$ cat src/rtl/gnrc_pkg.sv
// gnrc_pkg: shared helpers for the generic arbiter family.
//   RR_MAX_N : widest requester vector rr_pick accepts
//   RR_PTR_W : width of the rr_pick priority pointer
//   rr_pick  : round-robin one-hot winner selection
package gnrc_pkg;

   localparam int unsigned RR_MAX_N = 32;
   localparam int unsigned RR_PTR_W = $clog2(RR_MAX_N);

   // Returns the first set bit of req at or after ptr, wrapping, as a one-hot
   // vector. Callers zero-extend narrower vectors: the unused upper bits are
   // zero, so wrapping at RR_MAX_N gives the same winner as wrapping at N.
   function automatic logic [RR_MAX_N-1:0] rr_pick(input logic [RR_MAX_N-1:0] req,
                                                   input logic [RR_PTR_W-1:0] ptr);
      logic [2*RR_MAX_N-1:0] dbl;
      logic [2*RR_MAX_N-1:0] first;
      // Upper copy covers the requesters below ptr after the wrap.
      dbl   = {req, req} & ({(2*RR_MAX_N){1'b1}} << ptr);
      // Isolate the lowest set bit.
      first = dbl & (~dbl + (2*RR_MAX_N)'(1));
      return first[RR_MAX_N-1:0] | first[2*RR_MAX_N-1:RR_MAX_N];
   endfunction

endpackage

$ cat src/rtl/gnrc_onehot2bin.sv
// gnrc_onehot2bin: one-hot (or all-zero) vector to binary index.
//   N        : vector width
//   M        : index width, derived
//   onehot_i : one-hot0 input
//   bin_o    : index of the set bit, 0 when no bit is set
module gnrc_onehot2bin #(
   parameter int unsigned N = 4,
   parameter int unsigned M = $clog2(N) + ((N == 1) ? 1 : 0)
) (
   input  logic [N-1:0] onehot_i,
   output logic [M-1:0] bin_o
);

   // OR of the indices of all set bits; exact when the input is one-hot0.
   always_comb begin
      bin_o = '0;
      for (int unsigned k = 0; k < N; k++) begin
         if (onehot_i[k]) begin
            bin_o = bin_o | M'(k);
         end
      end
   end

`ifndef SYNTHESIS
   always_comb begin
      assert ($onehot0(onehot_i));
   end
`endif

endmodule

$ cat src/rtl/gnrc_rr_arbiter.sv
// gnrc_rr_arbiter: round-robin N:1 valid/ready merge with a one-entry
// registered output stage.
//   clk_i, rst_i          : clock, synchronous active-high reset
//   req_valid_i/_data_i   : per-requester valid and payload
//   req_ready_o           : one-hot0 grant to the requester being loaded
//   out_valid_o/_data_o   : held beat and its payload
//   out_grant_o/_idx_o    : one-hot and binary source of the held beat
//   out_ready_i           : downstream ready
module gnrc_rr_arbiter
   import gnrc_pkg::*;
#(
   parameter int unsigned N  = 4,
   parameter int unsigned DW = 32,
   parameter int unsigned M  = $clog2(N) + ((N == 1) ? 1 : 0)
) (
   input  logic                 clk_i,
   input  logic                 rst_i,
   input  logic [N-1:0]         req_valid_i,
   input  logic [N-1:0][DW-1:0] req_data_i,
   output logic [N-1:0]         req_ready_o,
   output logic                 out_valid_o,
   output logic [DW-1:0]        out_data_o,
   output logic [N-1:0]         out_grant_o,
   output logic [M-1:0]         out_idx_o,
   input  logic                 out_ready_i
);

   typedef enum logic {
      EMPTY = 1'b0,
      FULL  = 1'b1
   } state_t;

   if (N > RR_MAX_N) begin : g_n_check
      $error("gnrc_rr_arbiter: N exceeds gnrc_pkg::RR_MAX_N");
   end

   state_t         state_q, state_d;
   logic [DW-1:0]  data_q,  data_d;
   logic [N-1:0]   grant_q, grant_d;
   logic [M-1:0]   idx_q,   idx_d;
   logic [M-1:0]   ptr_q,   ptr_d;

   logic           load_en;
   logic [N-1:0]   win;
   logic [M-1:0]   win_idx;
   logic [M-1:0]   win_next;
   logic [DW-1:0]  data_mux;

   // Stage can accept a beat when empty or when the held beat leaves now.
   assign load_en = (state_q == EMPTY) | out_ready_i;

   assign win = N'(rr_pick(RR_MAX_N'(req_valid_i), RR_PTR_W'(ptr_q)));

   gnrc_onehot2bin #(.N(N)) u_onehot2bin (
      .onehot_i (win),
      .bin_o    (win_idx)
   );

   // Pointer moves one past the winner, wrapping at N-1.
   assign win_next = (win_idx == M'(N - 1)) ? '0 : win_idx + M'(1);

   // AND-OR payload select on the one-hot winner.
   always_comb begin
      data_mux = '0;
      for (int unsigned k = 0; k < N; k++) begin
         data_mux = data_mux | (req_data_i[k] & {DW{win[k]}});
      end
   end

   assign req_ready_o = (load_en && !rst_i) ? win : '0;

   // Output stage and pointer next state.
   always_comb begin
      state_d = state_q;
      data_d  = data_q;
      grant_d = grant_q;
      idx_d   = idx_q;
      ptr_d   = ptr_q;
      if (load_en) begin
         if (|win) begin
            state_d = FULL;
            data_d  = data_mux;
            grant_d = win;
            idx_d   = win_idx;
            ptr_d   = win_next;
         end else begin
            state_d = EMPTY;
            grant_d = '0;
         end
      end
   end

   always_ff @(posedge clk_i) begin
      if (rst_i) begin
         state_q <= EMPTY;
         data_q  <= '0;
         grant_q <= '0;
         idx_q   <= '0;
         ptr_q   <= '0;
      end else begin
         state_q <= state_d;
         data_q  <= data_d;
         grant_q <= grant_d;
         idx_q   <= idx_d;
         ptr_q   <= ptr_d;
      end
   end

   assign out_valid_o = (state_q == FULL);
   assign out_data_o  = data_q;
   assign out_grant_o = grant_q;
   assign out_idx_o   = idx_q;

`ifndef SYNTHESIS
   always @(posedge clk_i) begin
      assert ($onehot0(req_ready_o));
      assert ($onehot0(out_grant_o));
   end
`endif

endmodule

$ cat config.mk
export PLATFORM = sky130hd
export DESIGN_NAME = gnrc_rr_arbiter
export DESIGN_NICKNAME = d
export VERILOG_FILES = /design/src/rtl/gnrc_pkg.sv /design/src/rtl/gnrc_onehot2bin.sv /design/src/rtl/gnrc_rr_arbiter.sv
export SDC_FILE = /design/constraint.sdc
export NUM_CORES = 1
export LEC_CHECK = 0
export BUFFER_PORTS_ARGS = -buffer_cell sky130_fd_sc_hd__clkbuf_2
export CORE_UTILIZATION = 30
export DETAILED_ROUTE_END_ITERATION = 6
export PLACE_DENSITY = 0.69
export SYNTH_ARGS = -nofsm -noshare
export SYNTH_HDL_FRONTEND = slang
export SYNTH_HIERARCHICAL = 1
export SYNTH_SLANG_ARGS = --single-unit
$ cat constraint.sdc
create_clock -name clk_i -period 5 [get_ports clk_i]
set_input_delay 0.5 -clock clk_i [delete_from_list [all_inputs] [get_ports clk_i]]
set_output_delay 0.5 -clock clk_i [all_outputs]
set_load 0.01 [all_outputs]
==> out/summary.md <==
The run finished with clean final reports. Counting along the longest clock path gives a buffer depth of 2. Once detail routing completed, the nets flagged for antenna violations numbered 0.

The congestion estimate from routability-driven global placement came to 0.771. The number of setup buffers added after CTS is 0. The final critical path time including I/O delays and setup is 3.13 ns, and the number of warnings issued by yosys is 6. On the final layout, the worst clock skew is 0.0101 ns. In this run the critical register-to-register path is launched from out_valid_o. The number of hold-slack violations in the final timing report is 0. For the normalized max-slew margin, the log shows 0.165. Setup violations remaining at the end of the flow were counted as 0. For the area of the mapped netlist, the log shows 3260 um^2. The initial antenna violation count was 0; the total wirelength of the detailed-routed design was 11,100 um. TritonCTS built the clock tree.

Number of gates given a new drive strength after cts: 0. The tools report the startpoint type of the worst setup path as an input pin. Once routing completed, OpenROAD measured the worst setup slack at 1.87 ns.

The number of buffers added on ports came out at 177. The floorplan has 37 rows. For the starting density of the core, the log shows 0.313. Summed over all failing endpoints, the final setup total negative slack is 0 ns. The worst setup path is captured at an output pin.

The highest clock frequency the design can meet was 319 MHz; the portion of total power attributed to sequential cells was 0.346. The tree built by TritonCTS fans out to 41 sinks. The first global-routing pass estimated 17,400 um of wire. The number of max-slew violations in the final report is 0, and the number of nets produced by synthesis is 544. Clock-pin slew was measured on the worst setup and hold paths at 0.08 ns.

The largest driver fanout on the critical path is 40. The cell internal power dissipation came out at 0.000714 W. The tools report the required time of the critical path as 4.50 ns.

The clock network power share was 0.249; the clock latency on the worst-skew pair was 0.29 ns. At the placement stage, the worst setup path has a slack of 1.86 ns. The power density relative to cell area came out at 272 nW/um^2. The floorplan step set the die height to 106 um. Setup repair after global routing left no endpoint under its margin. The worst hold path begins at out_grant_o[1]. Highest cell delay on the worst timing path: 0.79 ns. After filler insertion, the fill cell instance count of the layout stands at 1,093. The tools report the total number of nets in the final design as 682. Area overhead of the layout relative to synthesis: 28.7%. The most critical setup path has its startpoint at req_valid_i[2]. The most numerous cell on the critical path is sky130_fd_sc_hd__clkbuf_2. The logs give 10,400 um^2 for the total core area and 0.000425 W for the reported net switching power.

The overall routing resource usage is 0.193. The chip width was 106 um. The post-synthesis area per instance was 7.99 um^2; the number of DRC markers after the initial detailed-route iteration was 251. In the routed layout, each cell is associated on average with a via count of 5.47. Clock tree synthesis selected as its root buffer the cell sky130_fd_sc_hd__clkbuf_8. The antenna diode count was 0; the post-detailed-placement half-perimeter wirelength was 7510 um.

The tool flagged a number of max-cap violations equal to 0. The tools report the via count of the routed design as 3,736. Among all stages on the critical path, the largest delay is contributed by sky130_fd_sc_hd__o221ai_4. The run gives 3,610 as the number of global-route vias before repair. The share of the clock period used by the worst path after layout was 0.627; the combinational power share was 0.405.

Data arrival time of the critical path: 2.63 ns. The path category of the worst min-delay check was reg2reg. After detailed routing, the average wire length per cell comes to 16.3 um.

The transition time of the tightest slew-check pin is 1.25 ns. IR analysis of the VDD net gives a maximum drop of 0.000112 V. The synthesized netlist cell count was 408; the switching share of total power was 0.374.

The analysis attributes to cell leakage a power of 1.93 nW. Traced cell by cell, the critical path runs through clkbuf_2 -> and2b_4 -> o221ai_4 -> nand2_1 -> nor2_1 -> clkbuf_2. Clock tree synthesis inserted a total of 5 buffers. Top-level I/O count: 178.

The total overflow left after global routing is 0. The die covers 11,300 um^2. The number of remaining DRC errors was 0; the number of iterations in the first detailed-routing pass was 7.

The run gives 45 as the largest net degree at the start of global routing. The critical path class was in2out. CTS built an H-tree with a depth of 2. The share of post-route cells with drive strength above 1 was 0.417. In this run, post-CTS hold repair placed 0 buffers.
==> power by group through the flow <==
stage / Combinational [W] / Clock (W) / Sequential (W)
6_report: 0.000462 / 0.000283 / 0.000394
5_1_grt: 0.000507 / 0.000309 / 0.000398
4_1_cts: 0.000463 / 0.000297 / 0.000394
3_5_place_dp: 0.000462 / 0 / 0.000401
3_3_place_gp: 0.000451 / 0 / 0.000400
2_1_floorplan: 0.000320 / 0 / 0.000412
==> routing by layer <==
layer	GRT usage	routed length, um
met1	0.239	4810
met4	0.0595	156
met3	0.0282	743
met5	0	0
met2	0.340	5410
==> final cells by class <==
cell class	count	area, um^2	share of cell area
Tap cell	136	170	0.0406
Timing Repair Buffer	183	931	0.222
Multi-Input combinational cell	312	2140	0.511
Clock inverter	1	30.0	0.00716
Sequential cell	41	821	0.196
Inverter	3	11.3	0.00268
Clock buffer	7	86.3	0.0206
==> sequential cells by signal, summed over array words and instances, names as in the netlist <==
| name | cells |
|---|---|
| out_data_o | 32 |
| out_grant_o | 4 |
| out_idx_o | 2 |
| out_valid_o | 1 |
| ptr_q | 2 |
==> worst paths after layout <==
path	end	slack (ns)	depth (start not counted)
max reg2reg	out_data_o[0]	2.64	4
min reg2reg	out_grant_o[1]	0.46	2
max	req_ready_o[0]	1.87	6
min	out_grant_o[1]	0.46	2
==> worst max-delay path, delay by kind of cell <==
family          cells  cell delay (ns)
buf+inv             2             0.64
simple gates        3             0.69
compound gates      1             0.79
==> layout by cell type, fill, tap and decap left out, types with 2 or more instances in the layout <==
master and n:
sky130_fd_sc_hd__a211oi_1 67, sky130_fd_sc_hd__a211oi_2 30, sky130_fd_sc_hd__a21o_1 2, sky130_fd_sc_hd__a21oi_1 8, sky130_fd_sc_hd__a32oi_1 32, sky130_fd_sc_hd__and2_1 32
sky130_fd_sc_hd__and3_1 33, sky130_fd_sc_hd__buf_4 6, sky130_fd_sc_hd__clkbuf_2 177, sky130_fd_sc_hd__clkbuf_8 6, sky130_fd_sc_hd__dfxtp_1 41, sky130_fd_sc_hd__inv_1 2
sky130_fd_sc_hd__nand2_1 46, sky130_fd_sc_hd__nand2b_1 4, sky130_fd_sc_hd__nand3_1 2, sky130_fd_sc_hd__nor2_1 35, sky130_fd_sc_hd__nor2_2 2, sky130_fd_sc_hd__nor2b_1 2
sky130_fd_sc_hd__nor3b_1 2, sky130_fd_sc_hd__or2_1 2, sky130_fd_sc_hd__or3_1 2
==> metrics by stage <==
step           power, W  hold WS (ns)  utilization  instance area (um^2)  cells
6_report        0.00114         0.461        0.403                  4190    683
4_1_cts         0.00115         0.468        0.403                  4190    683
3_3_place_gp   0.000851         0.440        0.391                  4080    675
3_5_place_dp   0.000863         0.457        0.391                  4080    675
5_1_grt         0.00121         0.491        0.403                  4190    683
2_1_floorplan  0.000732         0.476            -                  3260    408
Note: power is estimated with default switching activity, not from simulation.
